`config.mk`:
```
export PLATFORM = sky130hd
export DESIGN_NAME = dsp_mac_ctrl
export DESIGN_NICKNAME = d
export VERILOG_FILES = /design/src/rtl/dsp_mac_ctrl.sv
export SDC_FILE = /design/constraint.sdc
export NUM_CORES = 1
export LEC_CHECK = 0
export BUFFER_PORTS_ARGS = -buffer_cell sky130_fd_sc_hd__clkbuf_2
export CAP_MARGIN = 20
export CORE_AREA = 2 2 90 92
export CTS_CLUSTER_DIAMETER = 120
export DETAILED_ROUTE_END_ITERATION = 10
export DIE_AREA = 0 0 92 94
export PLACE_DENSITY = 0.75
export SYNTH_ARGS = -nofsm -noshare
export SYNTH_HDL_FRONTEND = slang
export SYNTH_SLANG_ARGS = --single-unit
```
`constraint.sdc`:
```
create_clock -name CLK -period 2.5 [get_ports CLK]
set_clock_uncertainty 0.05 [all_clocks]
set_input_delay 0.125 -clock CLK [delete_from_list [all_inputs] [get_ports CLK]]
set_output_delay 0.125 -clock CLK [all_outputs]
set_load 0.05 [all_outputs]
```
`src/rtl/dsp_mac_ctrl.sv`:
```
// Dot-product sequencer that feeds operands and per-beat OPMODE words to one DSP48A1 slice.
// Optional build macro DSP_MAC_ROUND_EN adds round-half-up via the C port and shifts the result.
module dsp_mac_ctrl #(
  parameter int unsigned TAPS      = 8,
  parameter int unsigned RND_SHIFT = 8
) (
  input  logic        CLK,
  input  logic        RST,
  input  logic        s_valid,
  output logic        s_ready,
  input  logic [17:0] s_a,
  input  logic [17:0] s_b,
  output logic        m_valid,
  input  logic        m_ready,
  output logic [47:0] m_data,
  output logic [17:0] DSP_A,
  output logic [17:0] DSP_B,
  output logic [47:0] DSP_C,
  output logic [7:0]  DSP_OPMODE,
  output logic        DSP_CE,
  output logic        DSP_RST,
  input  logic [47:0] DSP_P
);

  localparam int unsigned     CW       = (TAPS > 2) ? $clog2(TAPS) : 1;
  localparam logic [CW-1:0]   LAST_TAP = CW'(TAPS - 1);
  localparam logic [7:0]      OPM_TAP    = 8'b0000_1001;
  localparam logic [7:0]      OPM_BUBBLE = 8'b0000_1000;
`ifdef DSP_MAC_ROUND_EN
  localparam logic [7:0]      OPM_FIRST  = 8'b0000_1101;
`else
  localparam logic [7:0]      OPM_FIRST  = 8'b0000_0001;
`endif

  if (TAPS < 2 || TAPS > 256 || RND_SHIFT < 1 || RND_SHIFT > 35) begin : g_param_check
    $error("dsp_mac_ctrl: TAPS must be 2..256 and RND_SHIFT 1..35");
  end

  typedef enum logic {IDLE, ACCUM} state_t;

  state_t        state, state_nxt;
  logic [CW-1:0] tap_cnt, tap_nxt;
  logic [2:0]    flag_sr;
  logic          accept;
  logic          last_beat;
  logic [7:0]    opmode_nxt;
  logic [47:0]   result;

  assign DSP_RST = RST;
  assign DSP_CE  = 1'b1;

`ifdef DSP_MAC_ROUND_EN
  assign DSP_C  = 48'h1 << (RND_SHIFT - 1);
  assign result = DSP_P >> RND_SHIFT;
`else
  assign DSP_C  = '0;
  assign result = DSP_P;
`endif

  // Only the last beat can stall: it must not launch a capture while the
  // previous result is still held or still travelling through the slice.
  always_comb begin
    s_ready   = !RST && !(tap_cnt == LAST_TAP && (m_valid || (|flag_sr)));
    accept    = s_valid && s_ready;
    last_beat = accept && (tap_cnt == LAST_TAP);
    DSP_A     = accept ? s_a : '0;
    DSP_B     = accept ? s_b : '0;
  end

  always_comb begin
    state_nxt  = state;
    tap_nxt    = tap_cnt;
    opmode_nxt = OPM_BUBBLE;
    if (accept) begin
      opmode_nxt = (state == IDLE) ? OPM_FIRST : OPM_TAP;
      if (last_beat) begin
        tap_nxt   = '0;
        state_nxt = IDLE;
      end else begin
        tap_nxt   = tap_cnt + 1'b1;
        state_nxt = ACCUM;
      end
    end
  end

  always_ff @(posedge CLK) begin
    if (RST) begin
      state      <= IDLE;
      tap_cnt    <= '0;
      flag_sr    <= '0;
      DSP_OPMODE <= OPM_BUBBLE;
      m_valid    <= 1'b0;
      m_data     <= '0;
    end else begin
      state      <= state_nxt;
      tap_cnt    <= tap_nxt;
      flag_sr    <= {flag_sr[1:0], last_beat};
      DSP_OPMODE <= opmode_nxt;
      // The flag leaves the shift register the cycle the frame total sits on P.
      if (flag_sr[2]) begin
        m_valid <= 1'b1;
        m_data  <= result;
      end else if (m_ready) begin
        m_valid <= 1'b0;
      end
    end
  end

endmodule

```
# After elaboration in Yosys (flattened, before gate mapping)
# Cells that the tools add are included.
[word_totals]
ff_bits = 64
out_inout_bits = 144
[classes]
n_addsub = 1
n_eq_ne = 1
mux = 7
bitwise = 1
n_reduce_logical = 10
[ops]
columns = ["operator", "count"]
rows = [
  ["2-to-1 mux 18 bit", 2],
  ["logical AND 1 bit", 4],
  ["2-to-1 mux 4 bit", 1],
  ["adder 3 x 1 -> 3 bit (second input constant)", 1],
  ["equality test 3 bit (second input constant)", 1],
  ["2-to-1 mux 1 bit", 3],
  ["2-to-1 mux 3 bit", 1],
  ["OR reduction 3 bit", 1],
  ["zero test 1 bit", 2],
  ["nonzero test 2 bit", 1],
  ["OR reduction 2 bit", 1],
  ["logical OR 1 bit", 1],
  ["NOT 1 bit", 1],
]

# Longest topological paths before layout
[depth]
ltp_word = 8
ltp_mapped = 7
mapped_depth_nobuf = 5

# Worst setup path before layout
# OpenSTA, ideal clock, no wires.
[synth_path]
path_type = "reg2out"
from = "register m_valid"
to = "output DSP_A[10]"
t_arrival_ns = 1.849
required_ns = 2.325
path_slack_ns = 0.476
path_stages_with_launch = 6
path_buffers = 2
path_cell_list = "dfxtp_1 -> o41a_1 -> nor3_2 -> buf_4 -> buf_4 -> and2_1"
[synth_between]
elab_chain_len = 6
[synth_lines]
columns = ["item", "line_no", "text"]
rows = [
  ["start, declared", "13", "output logic m_valid,"],
  ["start signal, assigned", "92", "m_valid <= 1'b0;"],
  ["start signal, assigned", "101", "m_valid <= 1'b1;"],
  ["start signal, assigned", "104", "m_valid <= 1'b0;"],
  ["logical OR 1 bit", "63", "s_ready = !RST && !(tap_cnt == LAST_TAP && (m_valid || (|flag_sr)));"],
  ["logical AND 1 bit", "63", ""],
  ["zero test 1 bit", "63", ""],
  ["logical AND 1 bit", "63", ""],
  ["logical AND 1 bit", "64", "accept = s_valid && s_ready;"],
  ["2-to-1 mux 18 bit", "66", "DSP_A = accept ? s_a : '0;"],
  ["end, declared", "16", "output logic [17:0] DSP_A,"],
]
# No other way between the ends.

# Worst setup path in the final report
[layout_path]
from = "register tap_cnt[0]"
to = "output DSP_A[4]"
[layout_between]
elab_chain_len = 6
[layout_lines]
columns = ["item", "line_no", "text"]
rows = [
  ["start, declared", "42", "logic [CW-1:0] tap_cnt, tap_nxt;"],
  ["start signal, assigned", "96", "tap_cnt <= tap_nxt;"],
  ["equality test 3 bit", "63", ""],
  ["logical AND 1 bit", "63", ""],
  ["zero test 1 bit", "63", ""],
  ["logical AND 1 bit", "63", ""],
  ["logical AND 1 bit", "64", ""],
  ["2-to-1 mux 18 bit", "66", ""],
]
# No other way between the ends.

==> flow_summary.json <==
{
  "status": "completed",
  "place_congestion": 0.7657,
  "cts_buffers": 9,
  "synth.largest_area_cell": "dfxtp_1",
  "setup_violations": 0,
  "antenna_found_initial": 5,
  "postSynthCellCount": 290,
  "die_h_microns": 94,
  "synth_edf_count": 0,
  "ir_drop_mv": 0.3417,
  "yosys_warnings": 0,
  "portBuffers": 176,
  "synth_top_cell_area_share_pct": 42.67,
  "crit_arrival_ps": 2100,
  "syn_area_sq_um": 2721,
  "drt_wl_total_mm": 8.615,
  "ys_types": 21,
  "overflow": 0,
  "synth_seq_cells": 58,
  "tightestPinTransition_ps": 820.9,
  "fp.dieW_microns": 92,
  "start_util_pct": 35.77,
  "worstSetupEndpointType": "output pin",
  "root_buffer": "clkbuf_8",
  "r2r_start": "flag_sr[2]",
  "ant_nets": 0,
  "tritoncts": "yes",
  "row_count": 32,
  "die-area_sq_um": 8648,
  "cap_violations": 0,
  "period_needed_ps": 2274,
  "cp_common_cell": "ha_1",
  "fin_util_pct": 57.35,
  "rsz0062_at_grt": "false",
  "grt_pass1_wl_mm": 12.66,
  "cts.path.max_buffers": 2,
  "clock_latency_ps": 330,
  "routed_via_density": 4.188,
  "rrSetupSlack_ps": 750,
  "path_clk_slew_ps": 70,
  "drt_iter0_markers": 65,
  "register_area_sq_um": 1162,
  "h-tree-depth": 3,
  "worstSetupPathType": "register to output pin",
  "cellLeakagePower_nw": 2.096,
  "routedWlPerCell_microns": 13.99,
  "postCtsSetupRepairBufs": 0,
  "cp_max_fo": 38,
  "min_from": "DSP_P[11]",
  "reg2reg_to": "tap_cnt[1]",
  "drive_above_1_share_pct": 38.40,
  "drtPass1Iterations": 4,
  "clock-sinks": 58,
  "final_hold_viol_count": 0,
  "tns_ps": 0,
  "yosys-top-cells-area": "dfxtp_1, mux2i_1, buf_4",
  "syn2layout_area_growth_pct": 60.32,
  "multiInputGateArea_sq_um": 1252,
  "slew_headroom_pct": 45.27,
  "grt_pass1_vias": 2501,
  "nNetsFinal": 598,
  "rr_worst_depth": 4,
  "io_pins": 232,
  "avgSynthCellArea_sq_um": 9.384,
  "powerDensity_nw_per_um2": 531.0,
  "holdPathEnd": "m_data[11]",
  "vias": 2580,
  "whs_path_depth": 3,
  "ys_seq_area_share_pct": 42.67,
  "startpoint_type": "register",
  "grt_start_max_net_pins": 52,
  "worstPathCellList": "ha_1 > ha_1 > o41a_1 > nor3_2 > buf_6 > and2_1 > clkbuf_2",
  "core_area_sq_um": 7607,
  "place_hpwl_mm": 6.141,
  "slew_viol_final": 0,
  "finalCritPeriodShare_pct": 90.94,
  "cpPeakStageDelay_ps": 330,
  "async_flop_share_pct": 0,
  "max_freq_mhz": 439.8,
  "grt.total_usage_pct": 19.37,
  "cp.required_ps": 2330,
  "n_fill_cell": 680,
  "critPathSlowestCell": "dfxtp_1",
  "synth-main-ff-cell": "dfxtp_1",
  "post-route-drc-count": 0,
  "hold_class": "input pin to register"
}
[area by class of cell]
type                       count  share of cell area [%]
antenna                        1                 0.05736
multi-input combinational    211                   28.71
clock inverter                 7                   1.233
tap                          102                   2.925
sequential                    58                   26.64
inverter                       2                  0.1721
clock buffer                   9                   2.839
timing repair buffer         226                   37.42
[power by group]
part           internal, mW  total [mW]  leakage [nW]  switching (mW)
clock network         0.365       0.772        0.0822           0.407
registers             0.941       0.950         0.470         0.00970
logic                 0.185       0.594          1.54           0.409
total                  1.49        2.32          2.10           0.826
[cells in the mapped netlist (2+ instances only)]
library cell,count
buf_2,6
a21oi_1,3
nand3_1,2
conb_1,2
ha_1,2
dfxtp_1,58
nor4_1,2
o21ai_0,2
a311oi_1,2
mux2i_1,48
and2_1,36
clkbuf_1,5
buf_1,2
nor2_1,52
inv_1,2
nor2b_1,3
buf_4,59
[worst max-delay path: cells and delay by family, from the launching register on]
family | cells | cell delay (ps)
AO/OA/AOI/OAI | 1 | 180
adder cells (fa/ha/maj) | 2 | 440
buffers and inverters | 2 | 500
flip-flops | 1 | 330
AND/OR/NAND/NOR | 2 | 310
[routing by layer]
layer	GRT usage, %	up-vias	wire length (microns)
li1	-	1262	-
met1	20.87	1145	3221
met2	33.21	145	4241
met3	9.551	20	929
met4	6.468	8	165
met5	0	-	57
[sequential cells by signal, indices dropped and copies added, names as in the netlist]
register / cells
flag_sr: 3
DSP_OPMODE: 2
tap_cnt: 3
state: 1
m_valid: 1
m_data: 48
[logic make-up (layout without fill, tap and decap cells)]
family                     count (synthesis)  after routing  share of synthesized area (%)
AOI/OAI and AO/OA                          9              9                          2.299
other                                      2             56                         0.2760
adders and majority gates                  2              2                         0.9194
and+or+nand+nor                           97             97                          17.56
muxes                                     48             48                          17.66
buffers and inverters                     74            244                          18.62
DFF                                       58             58                          42.67
[how the worst max path moves through the flow]
| stage | depth (start not counted) | start | end | slack [ps] |
|---|---|---|---|---|
| 5_1_grt | 7 | tap_cnt[0] | DSP_A[4] | 40 |
| 3_5_place_dp | 7 | tap_cnt[0] | DSP_A[10] | 530 |
| 3_3_place_gp | 7 | tap_cnt[0] | DSP_A[4] | 620 |
| 2_1_floorplan | 5 | m_valid | DSP_A[10] | 480 |
| 6_report | 7 | tap_cnt[0] | DSP_A[4] | 230 |
| 4_1_cts | 7 | tap_cnt[0] | DSP_A[10] | 150 |
[placed cells by master (no fill, tap or decap), types with 2 or more instances in the layout]
cell type / count
inv_6: 2
inv_1: 2
a21oi_1: 3
nor2b_1: 3
clkbuf_2: 159
mux2i_1: 48
clkinvlp_4: 3
clkbuf_8: 9
dlygate4sd3_1: 47
nor4_1: 2
a311oi_1: 2
and2_1: 36
ha_1: 2
o21ai_0: 2
conb_1: 55
dfxtp_1: 57
buf_4: 2
nor2_1: 52
buf_12: 17
nand3_1: 2
[timing repair]
action                                 4_1_cts  5_1_grt
setup endpoints to repair                    0       17
resized for setup                            0        1
hold buffers                                47        0
endpoints found under the hold margin       47        0
[stage by stage]
step | instances | total power [mW] | area [sq um] | setup WS, ps | hold WS, ps
floorplan | 343 | 1.417 | 2920 | 475.5 | 190.1
global placement | 552 | 1.497 | 3709 | 618.7 | 306.7
detailed placement | 552 | 1.503 | 3709 | 526.1 | 319.5
CTS | 615 | 2.340 | 4357 | 149.1 | 1.331
global route | 615 | 2.420 | 4360 | 40.70 | 1.964
finish | 616 | 2.317 | 4363 | 226.4 | 8.856
Note: power is estimated with default switching activity, not from simulation.
